--- src/rtl/wptr_level_ctrl.sv ---
// wptr_level_ctrl: write-domain FIFO pointer, level and status controller.
// Optional sticky overflow flag is compiled in when WPTR_OVF_EN is defined.
// Status is computed against the synchronised read pointer, so occupancy
// may be over-reported but is never under-reported.
module wptr_level_ctrl #(
    parameter int ADDR_SIZE = 4
) (
    input  logic                 wclk,
    input  logic                 wrst_n,
    input  logic                 winc,
    input  logic [ADDR_SIZE:0]   wq2_rptr,
    input  logic [ADDR_SIZE:0]   afull_thresh,
    input  logic                 wovf_clr,
    output logic [ADDR_SIZE-1:0] waddr,
    output logic [ADDR_SIZE:0]   wptr,
    output logic                 wfull,
    output logic                 walmost_full,
    output logic [ADDR_SIZE:0]   wlevel,
    output logic                 wovf
);
    logic [ADDR_SIZE:0] r_wbin;
    logic [ADDR_SIZE:0] r_wptr;
    logic [ADDR_SIZE:0] r_wlevel;
    logic               r_wfull;
    logic               r_walmost_full;
    logic               w_wr_ok;
    logic [ADDR_SIZE:0] w_wbin_next;
    logic [ADDR_SIZE:0] w_wgray_next;
    logic [ADDR_SIZE:0] w_rbin;
    logic [ADDR_SIZE:0] w_level_next;
    logic               w_full_next;
    logic               w_afull_next;

    // A write is dropped while full, so pointers never pass the read side.
    assign w_wr_ok      = winc & ~r_wfull;
    assign w_wbin_next  = r_wbin + {{ADDR_SIZE{1'b0}}, w_wr_ok};
    assign w_wgray_next = w_wbin_next ^ (w_wbin_next >> 1);

    // Each binary bit of the read pointer is the XOR of all Gray bits at or above it.
    for (genvar g = 0; g <= ADDR_SIZE; g++) begin : g_rbin
        assign w_rbin[g] = ^wq2_rptr[ADDR_SIZE:g];
    end

    // Modulo subtraction gives the right level across pointer wrap.
    assign w_level_next = w_wbin_next - w_rbin;
    assign w_full_next  = w_wgray_next == {~wq2_rptr[ADDR_SIZE:ADDR_SIZE-1], wq2_rptr[ADDR_SIZE-2:0]};
    assign w_afull_next = w_level_next >= afull_thresh;

    // Pointer and status registers refresh every edge so read progress frees space without a write.
    always_ff @(posedge wclk or negedge wrst_n) begin
        if (!wrst_n) begin
            r_wbin         <= '0;
            r_wptr         <= '0;
            r_wlevel       <= '0;
            r_wfull        <= 1'b0;
            r_walmost_full <= 1'b0;
        end else begin
            r_wbin         <= w_wbin_next;
            r_wptr         <= w_wgray_next;
            r_wlevel       <= w_level_next;
            r_wfull        <= w_full_next;
            r_walmost_full <= w_afull_next;
        end
    end

`ifdef WPTR_OVF_EN
    logic r_wovf;

    // Sticky overflow: a new overflow wins over a simultaneous clear.
    always_ff @(posedge wclk or negedge wrst_n) begin
        if (!wrst_n)
            r_wovf <= 1'b0;
        else
            r_wovf <= (winc & r_wfull) | (r_wovf & ~wovf_clr);
    end

    assign wovf = r_wovf;
`else
    logic w_unused_ovf_clr;

    assign w_unused_ovf_clr = wovf_clr;
    assign wovf             = 1'b0;
`endif

    assign waddr        = r_wbin[ADDR_SIZE-1:0];
    assign wptr         = r_wptr;
    assign wfull        = r_wfull;
    assign walmost_full = r_walmost_full;
    assign wlevel       = r_wlevel;
endmodule

--- config.mk ---
export PLATFORM = sky130hd
export DESIGN_NAME = wptr_level_ctrl
export DESIGN_NICKNAME = d
export VERILOG_FILES = /design/src/rtl/wptr_level_ctrl.sv
export SDC_FILE = /design/constraint.sdc
export NUM_CORES = 1
export LEC_CHECK = 0
export CORE_ASPECT_RATIO = 0.75
export CORE_MARGIN = 2
export CORE_UTILIZATION = 45
export DETAILED_ROUTE_END_ITERATION = 8
export GPL_TIMING_DRIVEN = 1
export PLACE_DENSITY = 0.88
export SLEW_MARGIN = 10
export SYNTH_ARGS = -nofsm -noshare
export SYNTH_HDL_FRONTEND = slang
export SYNTH_SLANG_ARGS = --single-unit
--- constraint.sdc ---
create_clock -name wclk -period 7 [get_ports wclk]
set_input_delay 1.05 -clock wclk [delete_from_list [all_inputs] [get_ports wclk]]
set_output_delay 1.05 -clock wclk [all_outputs]
set_load 0.1 [all_outputs]
==> flow_summary.yaml, run 1 <==
synthesis:
  synthSimpleGateAreaFrac: 0.05445
  synthCells: 80
  synthArstFlopShare: 1.000
  yosys_register_bits: 16
  synth_top_family_by_area: "XOR/XNOR gates"
  synth-compound-area-share: 0.07437
  synth-edff-count: 0
  muxShareOfSynthArea: 0
  synth_top_area_share: 0.4250
  avgSynthCellArea_sq_um: 11.78
  ys_top_cells_by_area: "dfrtp_1, ha_1, xnor2_1"
  syn_nets: 105
  yosysSeqAreaShare: 0.4250
  synth_area_leader_cell: "dfrtp_1"
  yosysWarnings: 0
  synthFlopType: "dfrtp_1"
  synthAdderAreaFrac: 0.1541
  synth_common_cells: "dfrtp_1, inv_1, xnor2_1"
  yosysMostFrequentCell: "dfrtp_1"
  synth_xor_area_frac: 0.2284
  syn_area_sq_um: 942.2
  synthDistinctLibCells: 19
clocking:
  cts_tree: "built"
  post_cts_resized: 0
  cts_root_buffer: "clkbuf_4"
  cts_buffers: 3
  cts_setup_buffers: 0
  cts_max_path_buffers: 2
  holdBufCountCts: 0
  htreeDepth: 1
  clk_pin_slew_worst_paths_ns: 0.10
  numClockSinks: 16
  worst_skew_pair.late_latency_ns: 0.29
worst_setup_path:
  crit_slowest_cell: "clkdlybuf4s50_1"
  worstPathMaxFanout: 3
  r2r_start: "wfull"
  critPathKind: "input port to flop"
  cp.arrival_ns: 4.13
  reg2reg_slack_ns: 4.36
  path_common_cell: "a21o_1"
  start_kind: "input port"
  crit_chain: "clkdlybuf4s50_1 > xnor2_1 > xor2_1 > xor2_1 > xnor2_1 > ha_1 > fa_1 > inv_1 > ha_1 > a21o_1 > a21o_1 > a21o_1 > a21o_1"
  required_ns: 7.19
  end_kind: "flop"
  r2r-end: "walmost_full"
  cpLargestDelayFamily: "adder cells"
  reg2reg_depth: 10
  cpPeakStageDelay_ns: 0.48
  critPathBufInv: 2
run_status:
  status: "complete, no violations"
cells_and_area:
  seqCellArea_sq_um: 400.4
  fill_cells: 181
  area_delta_synth_final_pct: 34.53
  nNetsFinal: 137
  diodes: 0
  final_layout_size_suffix_gt1_frac: 0.08182
  multiInputGateArea_sq_um: 485.5
grt:
  grt_pass1_vias: 699
  grt_pass1_wl_um: 3091
  grt.overflow.total: 0
  grtUsageTotal: 0.1649
  antenna_found_initial: 0
  grt_start_max_net_pins: 17
floorplan:
  rows: 14
  die_area_sq_mm: 0.002479
  die_x_um: 56.84
  initial_utilization: 0.4718
  core-area_sq_mm: 0.001997
  die_height_um: 43.63
  io_pins: 31
route:
  drc_errors: 0
  drt_iter0_markers: 4
  final_antenna_net_count: 0
  viasPerCell: 4.813
  first_pass_iters: 4
  num_vias: 645
  wl_um: 1680
  wl_per_cell_um: 12.54
sta:
  setup_viol: 0
  max_slew_margin: 0.3446
  skew_ns: 0.01727
  worst_slack_ns: 3.060
  rsz0062_at_grt: "no"
  final_max_slew_viol_count: 0
  hold_viol: 0
  fin_crit_sh: 0.5628
  worst_slew_pin_slew_ns: 0.9800
  fmax_mhz: 253.8
  fin_setup_tns_ns: 0
  min_period_ns: 3.940
job:
  maxCapViolations: 0
hold_path:
  holdCritStartpoint: "r_wbin[4]"
  hold_path_end: "r_wbin[4]"
  holdPathStages: 2
  hold_class: "flop to flop"
placement:
  place_ws_ns: 2.722
  globalplace.congestion: 0.7929
  portBuffers: 28
  place_hpwl_um: 1419
==> cell families after synthesis <==
family          Yosys count
compound gates            9
xor+xnor                 22
fa+ha+maj                11
buf+inv                  14
flops                    16
other cells               1
simple gates              7
==> worst max path at each step <==
stage	startpoint	end	slack (ns)	depth (start not counted)
floorplan	wq2_rptr[4]	walmost_full	3.45	12
global placement	wq2_rptr[3]	walmost_full	2.82	13
detailed placement	wq2_rptr[3]	walmost_full	2.72	13
CTS	wq2_rptr[3]	walmost_full	3.03	13
global route	wq2_rptr[3]	walmost_full	2.83	13
finish	wq2_rptr[3]	walmost_full	3.06	13
==> registers in the layout (all words and copies together), names as in the netlist <==
| register | cells |
|---|---|
| wlevel | 5 |
| wptr | 4 |
| r_wbin | 5 |
| wfull | 1 |
| walmost_full | 1 |
==> through the flow <==
stage               hold slack (ns)  area [sq um]  cells  utilization
finish                       0.6425          1267    134       0.6347
global route                 0.6835          1267    134       0.6347
CTS                          0.6469          1267    134       0.6347
detailed placement           0.6188          1245    131       0.6234
global placement             0.6165          1245    131       0.6234
floorplan                    0.7544         942.2     80            -
==> worst min-delay path: stages, from the launching register on <==
cell     delay, ns
dfrtp_1       0.37
xor2_1        0.14
inv_1         0.10
==> cell usage in the layout (no fill, tap or decap) <==
cell and instances:
nand3_1 2, a21o_1 6, or3_1 1, and3_4 1
a2111oi_2 1, conb_1 1, xnor2_2 2, a21oi_1 2
xnor2_1 12, dfrtp_1 16, nand2b_1 1, clkbuf_4 3
clkdlybuf4s50_1 28, xor2_2 1, fa_1 1, inv_1 13
ha_1 10, xor2_1 7, and3b_2 1, and2b_1 1
==> per-layer routing <==
layer  routed length (um)  share of wire  vias up  GRT usage
met3                  138          0.082        2    0.06269
met2                  833           0.50       24     0.2930
li1                     -              -      315          -
met5                    0              0        -          0
met4                    8         0.0048        0    0.02791
met1                  699           0.42      304     0.1973
==> layout make-up <==
class / count / share of cell area
clock buffer: 3 / 0.01777
inverter: 13 / 0.03850
multi-input combinational: 50 / 0.3830
sequential: 16 / 0.3159
tap: 24 / 0.02369
timing repair buffer: 28 / 0.2211
Power of run 1 is not shown: default switching activity piles up to over one toggle a cycle in this logic, so the estimate is an artifact.
==> inputs of run 2 (changes only) <==
--- a/config.mk
+++ b/config.mk
@@ -7,10 +7,10 @@
 export LEC_CHECK = 0
 export CORE_ASPECT_RATIO = 0.75
 export CORE_MARGIN = 2
-export CORE_UTILIZATION = 45
+export CORE_UTILIZATION = 40
 export DETAILED_ROUTE_END_ITERATION = 8
 export GPL_TIMING_DRIVEN = 1
-export PLACE_DENSITY = 0.88
+export PLACE_DENSITY = 0.83
 export SLEW_MARGIN = 10
 export SYNTH_ARGS = -nofsm -noshare
 export SYNTH_HDL_FRONTEND = slang
==> constraint.sdc (replaced) <==
create_clock -name wclk -period 3.32 [get_ports wclk]
set_input_delay 0.498 -clock wclk [delete_from_list [all_inputs] [get_ports wclk]]
set_output_delay 0.498 -clock wclk [all_outputs]
set_load 0.1 [all_outputs]
==> flow_summary.yaml, run 2 (synthesis gave the netlist of run 1 again) <==
grt:
  grtUsageTotal: 0.1458
  grt_pass1_wl_um: 2815
  antenna_found_initial: 0
  grt_start_max_net_pins: 17
  grt_pass1_vias: 676
  grt.overflow.total: 0
route:
  viasPerCell: 4.282
  first_pass_iters: 3
  final_antenna_net_count: 0
  wl_per_cell_um: 11.36
  wl_um: 1772
  drc_errors: 0
  drt_iter0_markers: 3
  num_vias: 668
clocking:
  cts_root_buffer: "clkbuf_4"
  numClockSinks: 16
  worst_skew_pair.late_latency_ns: 0.30
  cts_max_path_buffers: 2
  cts_tree: "built"
  clk_pin_slew_worst_paths_ns: 0.09
  htreeDepth: 1
  holdBufCountCts: 0
  cts_buffers: 3
sta:
  worst_slew_pin_slew_ns: 0.9658
  setup_viol: 0
  fin_crit_sh: 0.9256
  min_period_ns: 3.073
  fmax_mhz: 325.4
  max_slew_margin: 0.3541
  worst_slack_ns: 0.2469
  skew_ns: 0.004156
  rsz0062_at_grt: "no"
  final_max_slew_viol_count: 0
  hold_viol: 0
worst_setup_path:
  critPathKind: "input port to flop"
  worstPathMaxFanout: 2
  end_kind: "flop"
  required_ns: 3.51
  start_kind: "input port"
  cp.arrival_ns: 3.27
floorplan:
  core-area_sq_mm: 0.002271
  initial_utilization: 0.4149
  io_pins: 31
  die_area_sq_mm: 0.002764
  rows: 15
  die_height_um: 46.03
  die_x_um: 60.04
hold_path:
  hold_class: "input port to asynchronous set/reset pin"
cells_and_area:
  final_layout_size_suffix_gt1_frac: 0.1885
  final_cells: 156
  multiInputGateArea_sq_um: 500.5
  seqCellArea_sq_um: 400.4
  fill_cells: 183
  final_cell_mix: "clkdlybuf4s50_1, dfrtp_1, inv_1"
  diodes: 0
  nNetsFinal: 148
  area_delta_synth_final_pct: 48.21
  final_common_cell: "clkdlybuf4s50_1"
placement:
  place_hpwl_um: 1383
  dp.cells: 150
  portBuffers: 28
  place_ws_ns: -0.3381
  globalplace.congestion: 0.8482
run_status:
  status: "complete, no violations"
job:
  maxCapViolations: 0
-- run 2: per-stage QoR --
stage / utilization / hold slack, ns / area (sq um) / setup TNS, ns
3_5_place_dp: 0.5835 / 0.6239 / 1325 / -0.3381
6_report: 0.6149 / 0.6279 / 1396 / 0
4_1_cts: 0.6028 / 0.6492 / 1369 / 0
2_1_floorplan: - / 0.2024 / 942.2 / 0
5_1_grt: 0.6149 / 0.6789 / 1396 / 0
3_3_place_gp: 0.5835 / 0.6109 / 1325 / -0.2467
-- run 2: layer usage --
layer / track usage / vias to the layer above / routed length [um]
li1: - / 337 / -
met2: 0.2348 / 18 / 864
met5: 0 / - / 0
met1: 0.1693 / 309 / 775
met3: 0.04545 / 4 / 91
met4: 0.09333 / 0 / 42
-- run 2: layout make-up --
class | instances | share of cell area
Multi-Input combinational cell | 50 | 0.3584
Inverter | 13 | 0.03495
Timing Repair Buffer | 39 | 0.2634
Tap cell | 34 | 0.03047
Sequential cell | 16 | 0.2867
Clock buffer | 4 | 0.02599
-- run 2: worst max-delay path: stages --
cell             delay (ns)
clkdlybuf4s50_1        0.53
xor2_2                 0.19
xor2_1                 0.25
xnor2_1                0.10
ha_1                   0.22
fa_1                   0.48
inv_1                  0.05
ha_1                   0.27
a21o_1                 0.17
a21o_1                 0.17
a21o_1                 0.17
a21o_1                 0.17
-- run 2: final timing paths --
kind / cells after the start / end / slack (ns) / startpoint
max: 12 / walmost_full / 0.25 / wq2_rptr[2]
min: 1 / wptr[2] / 0.63 / wrst_n
max reg2reg: 10 / walmost_full / 0.79 / wfull
min reg2reg: 2 / r_wbin[4] / 0.64 / r_wbin[4]
max in group asynchronous: 1 / wlevel[4] / 2.23 / wrst_n
min in group wclk: 2 / r_wbin[4] / 0.64 / r_wbin[4]
-- run 2: repair_timing --
action                                  4_1_cts  5_1_grt
pin swaps                                     0        3
gates cloned                                  0        0
endpoints found under the setup margin        1        1
gates resized for setup                       1        3
buffers inserted                              0        2
Power of run 2 is left out for the same reason.
==> inputs of run 3 (changes only) <==
==> constraint.sdc (replaced) <==
create_clock -name wclk -period 2.5 [get_ports wclk]
set_input_delay 0.375 -clock wclk [delete_from_list [all_inputs] [get_ports wclk]]
set_output_delay 0.375 -clock wclk [all_outputs]
set_load 0.1 [all_outputs]
==> flow_summary.yaml, run 3 (synthesis gave the netlist of run 1 again) <==
cells_and_area:
  nNetsFinal: 157
  area_delta_synth_final_pct: 63.61
  fill_cells: 168
  fin_area_sq_mm: 0.001541
  utilization: 0.6788
  final_cell_mix: "buf_4, dfrtp_1, inv_1"
  final_common_cell: "buf_4"
  final_layout_size_suffix_gt1_frac: 0.4809
  diodes: 0
clocking:
  cts_buffers: 3
  worst_skew_pair.late_latency_ns: 0.29
  cts_root_buffer: "clkbuf_4"
  htreeDepth: 1
  numClockSinks: 16
  cts_max_path_buffers: 2
  cts_tree: "built"
  clk_pin_slew_worst_paths_ns: 0.10
floorplan:
  rows: 15
  io_pins: 31
  die_area_sq_mm: 0.002764
  core-area_sq_mm: 0.002271
  die_x_um: 60.04
  die_height_um: 46.03
  initial_utilization: 0.4149
worst_setup_path:
  end_kind: "flop"
  cp.arrival_ns: 2.76
  start_kind: "input port"
  required_ns: 2.69
  critPathKind: "input port to flop"
  worstPathMaxFanout: 2
placement:
  place_hpwl_um: 1458
  globalplace.congestion: 0.7770
  portBuffers: 28
  postPlaceCellArea_sq_mm: 0.001358
  place_ws_ns: -1.034
sta:
  fin_crit_sh: 1.027
  hold_viol: 0
  fmax_mhz: 389.4
  worst_slack_ns: -0.06830
  worst_slew_pin_slew_ns: 0.7172
  setup_viol: 1
  min_period_ns: 2.568
  final_max_slew_viol_count: 0
  max_slew_margin: 0.5204
  rsz0062_at_grt: "yes"
  fin_setup_tns_ns: -0.06830
  skew_ns: 0.003734
grt:
  use_met3: 0.03125
  top_usage_layer: "met2"
  grt_pass1_wl_um: 3125
  antenna_found_initial: 0
  grt_pass1_vias: 713
  grt_start_max_net_pins: 17
  grt_use_met1: 0.2081
  grt.met2_usage: 0.2630
  grt.overflow.total: 0
  grtUsageTotal: 0.1621
route:
  wl_per_cell_um: 12.93
  first_pass_iters: 4
  viasPerCell: 4.406
  drc_errors: 0
  wl_um: 2134
  num_vias: 727
  drt_iter0_markers: 6
  final_antenna_net_count: 0
job:
  maxCapViolations: 0
run_status:
  status: "finished with violations"
  violations: "negative setup slack"
hold_path:
  hold_class: "input port to asynchronous set/reset pin"
## run 3: path summary, 6_finish.rpt
kind                        startpoint      endpoint  slack, ns  depth (start not counted)
max                        wq2_rptr[4]  walmost_full      -0.07                         13
min in group wclk          wq2_rptr[4]     wlevel[4]       0.54                          4
min reg2reg                  r_wbin[3]     r_wbin[3]       0.64                          2
max reg2reg                      wfull  walmost_full       0.01                         10
max in group asynchronous       wrst_n         wfull       1.47                          1
min                             wrst_n       wptr[1]       0.50                          1
## run 3: layer usage
metal	vias to the layer above	routed length [um]
met5	-	0
met4	0	8
met2	21	1116
met3	2	86
met1	352	923
li1	352	-
## run 3: worst max-delay path, cell delays in order
cell     delay, ns
buf_8         0.10
xnor2_4       0.19
xor2_2        0.24
xor2_2        0.19
xnor2_1       0.14
ha_2          0.21
fa_1          0.43
inv_2         0.09
ha_4          0.19
a21o_1        0.17
a21o_1        0.15
a21o_1        0.15
a21o_1        0.14
## run 3: stage by stage
stage	hold WS [ns]	cells
floorplan	0.07941	80
global placement	0.5942	155
detailed placement	0.6018	155
CTS	0.5263	161
global route	0.5391	165
finish	0.5022	165
## run 3: area by class of cell
class | instances | area [sq um] | area share
multi-input cells | 50 | 609.3 | 0.3953
flip-flops and latches | 16 | 406.6 | 0.2638
repair buffers | 48 | 397.9 | 0.2581
inverters | 13 | 48.80 | 0.03166
well taps | 34 | 42.54 | 0.02760
clock buffers | 4 | 36.28 | 0.02354
## run 3: timing repair
item | 4_1_cts | 5_1_grt
pin swaps | 9 | 5
hold buffers | 0 | 0
endpoints found under the setup margin | 2 | 2
gates resized for setup | 19 | 9
setup buffers | 2 | 4
Power of run 3 is left out for the same reason.
